## config.mk

```make
export PLATFORM = sky130hd
export DESIGN_NAME = cc1200_spi_responder_flat
export DESIGN_NICKNAME = d
export VERILOG_FILES = /design/src/rtl/cc1200_spi_responder_if.sv /design/src/rtl/cc1200_spi_responder.sv /design/src/flat_wrapper.sv
export SDC_FILE = /design/constraint.sdc
export NUM_CORES = 1
export LEC_CHECK = 0
export CORE_MARGIN = 5
export CORE_UTILIZATION = 40
export DETAILED_ROUTE_END_ITERATION = 8
export GPL_ROUTABILITY_DRIVEN = 0
export SETUP_SLACK_MARGIN = 0.15
export SLEW_MARGIN = 0
export SYNTH_ARGS = -nofsm -noshare
export SYNTH_HDL_FRONTEND = slang
export SYNTH_SLANG_ARGS = --single-unit
```

## constraint.sdc

```tcl
create_clock -name clk -period 3.04 [get_ports clk]
set_input_delay 0.608 -clock clk [delete_from_list [all_inputs] [get_ports clk]]
set_output_delay 0.608 -clock clk [all_outputs]
set_load 0.1 [all_outputs]
```

## src/rtl/cc1200_spi_responder_if.sv

```systemverilog
// CC1200 SPI bus: master drives clock/data/select, responder drives MISO and its enable.
interface cc1200_spi_responder_if;
  logic SCLK;
  logic MOSI;
  logic CS_n;
  logic MISO;
  logic MISO_oe;

  modport master (output SCLK, output MOSI, output CS_n, input MISO, input MISO_oe);
  modport slave  (input SCLK, input MOSI, input CS_n, output MISO, output MISO_oe);
endinterface

```

## src/rtl/cc1200_spi_responder.sv

```systemverilog
// CC1200 register/strobe model on the SPI responder side, oversampling SCLK/MOSI/CS_n in clk.
module cc1200_spi_responder #(
  parameter int unsigned SYNC_STAGES = 2,
  parameter logic [7:0]  RESET_VAL   = 8'h00
) (
  input  logic                     clk,
  input  logic                     rst,
  cc1200_spi_responder_if.slave    spi,
  output logic                     wr_valid,
  output logic [5:0]               wr_addr,
  output logic [7:0]               wr_data,
  output logic                     strobe,
  output logic [5:0]               strobe_addr,
  input  logic [5:0]               host_addr,
  output logic [7:0]               host_rdata
);

  localparam int unsigned AW   = 6;
  localparam int unsigned DW   = 8;
  localparam int unsigned NREG = 64;

  typedef enum logic [1:0] {ST_IDLE, ST_HDR, ST_DATA} state_e;

  state_e           state_q, state_d;
  logic [SYNC_STAGES-1:0] sclk_sync_q, mosi_sync_q, csn_sync_q;
  logic             sclk_prev_q, csn_prev_q;
  logic [2:0]       bit_cnt_q, bit_cnt_d;
  logic [6:0]       rx_q, rx_d;
  logic [DW-1:0]    tx_q, tx_d;
  logic [AW-1:0]    ptr_q, ptr_d;
  logic             rw_q, rw_d, burst_q, burst_d;
  logic [2:0]       chip_state_q, chip_state_d;
  logic             miso_q, miso_d, miso_oe_q, miso_oe_d;
  logic             wr_valid_q, wr_valid_d, strobe_q, strobe_d;
  logic [AW-1:0]    wr_addr_q, wr_addr_d, strobe_addr_q, strobe_addr_d;
  logic [DW-1:0]    wr_data_q, wr_data_d, host_rdata_q;
  logic [DW-1:0]    regs_q [NREG];
  logic             reg_we, sres;

  logic             sclk_s, mosi_s, csn_s;
  logic             sclk_rise, sclk_fall, cs_fall, cs_rise, byte_done, is_strobe;
  logic [DW-1:0]    rx_byte, stat_cur;
  logic [AW-1:0]    hdr_addr, ptr_inc;

  assign sclk_s   = sclk_sync_q[SYNC_STAGES-1];
  assign mosi_s   = mosi_sync_q[SYNC_STAGES-1];
  assign csn_s    = csn_sync_q[SYNC_STAGES-1];
  // SCLK edges only count while CS_n was low in the previous sample, so a
  // final rise coinciding with the CS_n rise still completes its byte.
  assign sclk_rise = sclk_s & ~sclk_prev_q & ~csn_prev_q;
  assign sclk_fall = ~sclk_s & sclk_prev_q & ~csn_prev_q;
  assign cs_fall   = ~csn_s & csn_prev_q;
  assign cs_rise   = csn_s & ~csn_prev_q;
  assign rx_byte   = {rx_q, mosi_s};
  assign byte_done = sclk_rise & (bit_cnt_q == 3'd7);
  assign hdr_addr  = rx_byte[5:0];
  assign is_strobe = (hdr_addr >= 6'h30) && (hdr_addr <= 6'h3D);
  assign ptr_inc   = AW'(ptr_q + 6'd1);
  assign stat_cur  = {1'b0, chip_state_q, 4'b0000};

  // Input synchronizers plus one delayed copy for edge detection.
  always_ff @(posedge clk) begin
    if (rst) begin
      sclk_sync_q <= '0;
      mosi_sync_q <= '0;
      csn_sync_q  <= '1;
      sclk_prev_q <= 1'b0;
      csn_prev_q  <= 1'b1;
    end else begin
      sclk_sync_q <= {sclk_sync_q[SYNC_STAGES-2:0], spi.SCLK};
      mosi_sync_q <= {mosi_sync_q[SYNC_STAGES-2:0], spi.MOSI};
      csn_sync_q  <= {csn_sync_q[SYNC_STAGES-2:0], spi.CS_n};
      sclk_prev_q <= sclk_s;
      csn_prev_q  <= csn_s;
    end
  end

  // FSM state register.
  always_ff @(posedge clk) begin
    if (rst) state_q <= ST_IDLE;
    else     state_q <= state_d;
  end

  // Next-state: header/data byte sequencing, CS_n rise always returns to idle.
  always_comb begin
    state_d = state_q;
    case (state_q)
      ST_IDLE: if (cs_fall) state_d = ST_HDR;
      ST_HDR:  if (byte_done && !is_strobe) state_d = ST_DATA;
      ST_DATA: if (byte_done && !burst_q) state_d = ST_HDR;
      default: state_d = ST_IDLE;
    endcase
    if (state_q != ST_IDLE && cs_rise) state_d = ST_IDLE;
  end

  // Datapath/output next values: shifting, decode, strobes, writes and MISO.
  always_comb begin
    bit_cnt_d     = bit_cnt_q;
    rx_d          = rx_q;
    tx_d          = tx_q;
    ptr_d         = ptr_q;
    rw_d          = rw_q;
    burst_d       = burst_q;
    chip_state_d  = chip_state_q;
    miso_d        = miso_q;
    miso_oe_d     = miso_oe_q;
    wr_valid_d    = 1'b0;
    wr_addr_d     = wr_addr_q;
    wr_data_d     = wr_data_q;
    strobe_d      = 1'b0;
    strobe_addr_d = strobe_addr_q;
    reg_we        = 1'b0;
    sres          = 1'b0;
    if (state_q == ST_IDLE) begin
      if (cs_fall) begin
        miso_oe_d = 1'b1;
        miso_d    = stat_cur[7];
        tx_d      = stat_cur;
        bit_cnt_d = 3'd0;
      end
    end else begin
      if (sclk_rise) begin
        rx_d      = rx_byte[6:0];
        bit_cnt_d = 3'(bit_cnt_q + 3'd1);
      end
      if (byte_done) begin
        if (state_q == ST_HDR) begin
          if (is_strobe) begin
            strobe_d      = 1'b1;
            strobe_addr_d = hdr_addr;
            case (hdr_addr)
              6'h30: begin sres = 1'b1; chip_state_d = 3'd0; end
              6'h34: chip_state_d = 3'd1;
              6'h35: chip_state_d = 3'd2;
              6'h36: chip_state_d = 3'd0;
              default: ;
            endcase
            // Next header reports the state as left by this strobe.
            tx_d = {1'b0, chip_state_d, 4'b0000};
          end else begin
            ptr_d   = hdr_addr;
            rw_d    = rx_byte[7];
            burst_d = rx_byte[6];
            tx_d    = rx_byte[7] ? regs_q[hdr_addr] : stat_cur;
          end
        end else begin
          if (!rw_q) begin
            reg_we     = 1'b1;
            wr_valid_d = 1'b1;
            wr_addr_d  = ptr_q;
            wr_data_d  = rx_byte;
          end
          if (burst_q) begin
            ptr_d = ptr_inc;
            tx_d  = rw_q ? regs_q[ptr_inc] : stat_cur;
          end else begin
            tx_d = stat_cur;
          end
        end
      end
      // bit_cnt is 0 at a byte boundary, so the fall drives bit 7 of the new byte.
      if (sclk_fall) miso_d = tx_q[3'd7 - bit_cnt_q];
      if (cs_rise) begin
        miso_oe_d = 1'b0;
        miso_d    = 1'b0;
        bit_cnt_d = 3'd0;
        ptr_d     = '0;
      end
    end
  end

  // Datapath and output registers.
  always_ff @(posedge clk) begin
    if (rst) begin
      bit_cnt_q     <= '0;
      rx_q          <= '0;
      tx_q          <= '0;
      ptr_q         <= '0;
      rw_q          <= 1'b0;
      burst_q       <= 1'b0;
      chip_state_q  <= 3'd0;
      miso_q        <= 1'b0;
      miso_oe_q     <= 1'b0;
      wr_valid_q    <= 1'b0;
      wr_addr_q     <= '0;
      wr_data_q     <= '0;
      strobe_q      <= 1'b0;
      strobe_addr_q <= '0;
      host_rdata_q  <= '0;
    end else begin
      bit_cnt_q     <= bit_cnt_d;
      rx_q          <= rx_d;
      tx_q          <= tx_d;
      ptr_q         <= ptr_d;
      rw_q          <= rw_d;
      burst_q       <= burst_d;
      chip_state_q  <= chip_state_d;
      miso_q        <= miso_d;
      miso_oe_q     <= miso_oe_d;
      wr_valid_q    <= wr_valid_d;
      wr_addr_q     <= wr_addr_d;
      wr_data_q     <= wr_data_d;
      strobe_q      <= strobe_d;
      strobe_addr_q <= strobe_addr_d;
      host_rdata_q  <= regs_q[host_addr];
    end
  end

  // 64x8 register file, cleared by reset or the SRES strobe.
  always_ff @(posedge clk) begin
    if (rst || sres) begin
      for (int i = 0; i < NREG; i++) regs_q[i] <= RESET_VAL;
    end else if (reg_we) begin
      regs_q[ptr_q] <= rx_byte;
    end
  end

  assign spi.MISO    = miso_q;
  assign spi.MISO_oe = miso_oe_q;
  assign wr_valid    = wr_valid_q;
  assign wr_addr     = wr_addr_q;
  assign wr_data     = wr_data_q;
  assign strobe      = strobe_q;
  assign strobe_addr = strobe_addr_q;
  assign host_rdata  = host_rdata_q;

endmodule

```

## src/flat_wrapper.sv

```systemverilog
// flat-port wrapper written by rule: the top's interface ports become plain ports
module cc1200_spi_responder_flat 
#(
  parameter int unsigned SYNC_STAGES = 2,
  parameter logic [7:0]  RESET_VAL   = 8'h00
)
  (clk, rst, wr_valid, wr_addr, wr_data, strobe, strobe_addr, host_addr, host_rdata, spi_SCLK, spi_MOSI, spi_CS_n, spi_MISO, spi_MISO_oe);
  cc1200_spi_responder_if spi_i ();
  input  logic clk;
  input  logic rst;
  output logic wr_valid;
  output logic [5:0] wr_addr;
  output logic [7:0] wr_data;
  output logic strobe;
  output logic [5:0] strobe_addr;
  input  logic [5:0] host_addr;
  output logic [7:0] host_rdata;
  input wire logic [$bits(spi_i.SCLK)-1:0] spi_SCLK;
  input wire logic [$bits(spi_i.MOSI)-1:0] spi_MOSI;
  input wire logic [$bits(spi_i.CS_n)-1:0] spi_CS_n;
  output wire logic [$bits(spi_i.MISO)-1:0] spi_MISO;
  output wire logic [$bits(spi_i.MISO_oe)-1:0] spi_MISO_oe;
  assign spi_i.SCLK = spi_SCLK;
  assign spi_i.MOSI = spi_MOSI;
  assign spi_i.CS_n = spi_CS_n;
  assign spi_MISO = spi_i.MISO;
  assign spi_MISO_oe = spi_i.MISO_oe;
  cc1200_spi_responder #(.SYNC_STAGES(SYNC_STAGES), .RESET_VAL(RESET_VAL)) u_core (.clk(clk), .rst(rst), .spi(spi_i), .wr_valid(wr_valid), .wr_addr(wr_addr), .wr_data(wr_data), .strobe(strobe), .strobe_addr(strobe_addr), .host_addr(host_addr), .host_rdata(host_rdata));
endmodule
```

==> results.yml <==
status:
  status: "completed"
timing:
  clock_skews_ps: 35.74
  timing.final.crit_share_pct: 95.82
  timing.hold.ws_ps: 437.5
  timing.final.crit_period_ps: 2913
  finalSetupViolCount: 0
  tightestPinTransition_ps: 1024
  final-hold-violation-count: 0
  max_freq_mhz: 343.3
  final_max_slew_viol_count: 0
  postLayoutSetupSlackWorst_ps: 127.1
  maxSlewHeadroom_pct: 31.75
  setup_repair_after_global_routing_missed_its_margin: "yes"
clock_network:
  path_clk_slew_ps: 50
  cts-buffers-inserted: 69
  cts.path.max_buffers: 3
  total_of_hold_buffers_inserted_after_clock_tree_synthesis: 0
  tritoncts: "built"
  cts.htree.levels: 3
  clk-insertion-delay-late_ps: 620
  cts.sink_count: 583
  clock-root-buffer: "sky130_fd_sc_hd__clkbuf_16"
critical_path:
  cpPeakStageDelay_ps: 540
  critPathRequiredTime_ps: 3510
  worst-endpoint-arrival_ps: 3390
  cp-start-kind: "register"
  critical_path.most_common_cell: "sky130_fd_sc_hd__mux4_2"
  endpoint_kind: "register"
  critical_path.slowest_cell: "sky130_fd_sc_hd__mux4_2"
  criticalPathCategory: "register to register"
  critical_path_source: "u_core.mosi_sync_q[1]$_SDFF_PP0_"
  crit_family: "multiplexers"
  timing.critical_path.fanout_max: 22
  timing.critical_path.buf_inv: 1
  reg2reg_from: "u_core.mosi_sync_q[1]$_SDFF_PP0_"
  timing.critical_path.cells: "buf_12, mux4_2, mux4_2, mux2i_1, nor2_1, a41oi_1, o211ai_1"
layout:
  syn_to_final_growth_pct: 15.96
  nets: 2658
  multi_input_area_mm2: 0.01705
  final_common_cell: "sky130_fd_sc_hd__edfxtp_1"
  final.fill_count: 7599
  post-route-cell-area_mm2: 0.04047
  layout.cells.most_common_list: "sky130_fd_sc_hd__edfxtp_1 (512), sky130_fd_sc_hd__mux4_2 (437), sky130_fd_sc_hd__and2_1 (330), sky130_fd_sc_hd__buf_4 (245), sky130_fd_sc_hd__nor3_1 (209)"
  final-seq-area_mm2: 0.01682
  layout_cells_sized_above_1_pct: 33.22
logic_synthesis:
  syn-instance-count: 2549
  synth_async_sr_flop_share_pct: 0
  synth_edf_count: 512
  synthFlopType: "sky130_fd_sc_hd__edfxtp_1"
  synthesis_warnings: 0
  synth.ff_latch_count: 583
  postSynthNetCount: 2563
  syn-cell-area_mm2: 0.03490
  synth.avg_cell_area_um2: 13.69
  yosys.cell_types.count: 61
  seq_area_frac_synth_pct: 48.13
drt:
  average_wire_per_cell_in_the_routed_design_um: 32.37
  detail_route.drc_violations: 0
  routed_wirelength_mm: 124.6
  drtAntennaViolNets: 0
  detailedRoute.firstIterationViolations: 3675
  drt-pass1-iter-count: 6
  num_vias: 25708
  vias_per_cell: 6.677
floorplan:
  std_cell_rows: 108
  start_util_pct: 40.23
  core_area_mm2: 0.08675
  floorplan.die.height_um: 305.4
  die_w_um: 305.4
  i_o_pin_count: 43
  die_footprint_mm2: 0.09326
power:
  vdd_ir_drop_max_v: 0.0004645
  power-per-cell-area_mw_per_mm2: 491.8
  leakagePower_uw: 0.01334
placement:
  worst_case_setup_slack_after_placement_ps: -108.6
  postPlaceCellArea_mm2: 0.03781
  hpwl_mm: 88.13
  io_buf_count: 42
global_route:
  antenna_found_initial: 2
  first_global_vias: 25125
  grt_first_pass_wirelength_mm: 179.7
  groute.usage.overall_pct: 26.00
  grt_start_max_net_pins: 86
  global_route.overflow_total: 0
flow_run:
  maxCapViolCount: 0
worst_hold_path:
  timing.hold.worst.class: "register to register"
  holdCritStartpoint: "u_core.mosi_sync_q[0]$_SDFF_PP0_"
stage by stage:
| step | std cells | util, % | power, µW | TNS [ps] |
|---|---|---|---|---|
| final | 3850 | 46.65 | 19900 | 0 |
| after global routing | 3849 | 46.65 | 20420 | 0 |
| after CTS | 3840 | 46.44 | 19920 | 0 |
| after detailed placement | 3708 | 43.59 | 11580 | -804.3 |
| after global placement | 3707 | 43.58 | 11550 | -3212 |
| after floorplan | 2549 | - | 10710 | -172.4 |
power by group:
| group | total, µW | switching, µW | internal (µW) |
|---|---|---|---|
| sequential | 9210 | 273 | 8940 |
| clock | 8350 | 3360 | 4980 |
| combinational | 2340 | 1220 | 1130 |
sequential cells by signal, indices dropped and copies added (netlist names), 2 cells and up:
| name | cells |
|---|---|
| u_core.rx_q | 7 |
| u_core.ptr_q | 6 |
| u_core.strobe_addr | 6 |
| u_core.tx_q | 8 |
| u_core.csn_sync_q | 2 |
| u_core.host_rdata | 8 |
| u_core.wr_addr | 6 |
| u_core.mosi_sync_q | 2 |
| u_core.regs_q | 512 |
| u_core.sclk_sync_q | 2 |
| u_core.bit_cnt_q | 3 |
| u_core.chip_state_q | 3 |
| u_core.wr_data | 8 |
| u_core.state_q | 2 |
layout make-up:
cell class / count / share of cell area, %
Clock buffer: 86 / 4.656
Sequential cell: 583 / 41.57
Multi-Input combinational cell: 1678 / 42.12
Inverter: 10 / 0.09893
Timing Repair Buffer: 302 / 7.101
Clock inverter: 35 / 0.8811
Antenna cell: 1 / 0.006183
Tap cell: 1155 / 3.571
cell usage after synthesis, drive strengths merged (3+ instances only):
| master | number | area [µm²] |
|---|---|---|
| dfxtp | 71 | 1421 |
| o21ai | 79 | 399.1 |
| and2 | 330 | 2064 |
| a41oi | 4 | 35.03 |
| nor3 | 210 | 1051 |
| buf | 105 | 569.3 |
| o31ai | 3 | 22.52 |
| a211oi | 4 | 30.03 |
| nand2b | 8 | 50.05 |
| o21a | 4 | 30.03 |
| mux4 | 437 | 9842 |
| nor2 | 114 | 427.9 |
| inv | 10 | 37.53 |
| o211ai | 12 | 90.09 |
| nor2b | 17 | 106.4 |
| a21oi | 55 | 275.3 |
| a22o | 4 | 35.03 |
| nand3 | 38 | 195.2 |
| clkbuf | 173 | 649.4 |
| nand2 | 182 | 683.2 |
| a22oi | 13 | 97.59 |
| xor2 | 3 | 26.28 |
| edfxtp | 512 | 15370 |
| nand4 | 13 | 81.33 |
| ha | 3 | 37.54 |
| o22ai | 4 | 25.02 |
| a31oi | 11 | 68.82 |
| mux2 | 5 | 56.30 |
| nor3b | 3 | 22.52 |
| a311oi | 3 | 26.28 |
| xnor2 | 4 | 35.03 |
| nor4b | 3 | 26.28 |
| nor4 | 6 | 37.54 |
| and3 | 4 | 25.02 |
| a32oi | 18 | 157.7 |
| or2 | 4 | 25.02 |
| a2111oi | 6 | 52.55 |
| mux2i | 51 | 510.5 |
what timing repair did:
action	4_1_cts	5_1_grt
resized for setup	17	28
setup buffers	10	8
pin swaps	2	1
endpoints found under the setup margin	197	241
endpoints found under the hold margin	0	0
gates cloned	1	1
cell families (layout without fill, tap and decap cells):
group,after synthesis,in the layout,share of synthesized area (%)
AND/OR/NAND/NOR,939,939,13.90
flip-flops,583,583,48.13
multiplexers,493,493,29.82
buffers and inverters,288,433,3.599
AO/OA/AOI/OAI,236,236,4.266
XOR/XNOR,7,7,0.1757
adder cells (fa/ha/maj),3,3,0.1076
other,0,1,0
final timing paths:
check | end | slack (ps) | cells after the start
setup / recovery | u_core.tx_q[1]$_SDFFE_PP0P_ | 130 | 7
hold / removal | u_core.mosi_sync_q[1]$_SDFF_PP0_ | 440 | 1
setup reg to reg | u_core.tx_q[1]$_SDFFE_PP0P_ | 130 | 7
hold reg to reg | u_core.mosi_sync_q[1]$_SDFF_PP0_ | 440 | 1
routing by layer:
layer	wire [µm]	share of wire, %	GRT usage (%)
met5	0	0	0
met4	6116	4.9	10.74
met3	16940	14	7.304
met2	55810	45	39.37
met1	45740	37	35.69
No activity file was read; power rests on OpenSTA's default activity.
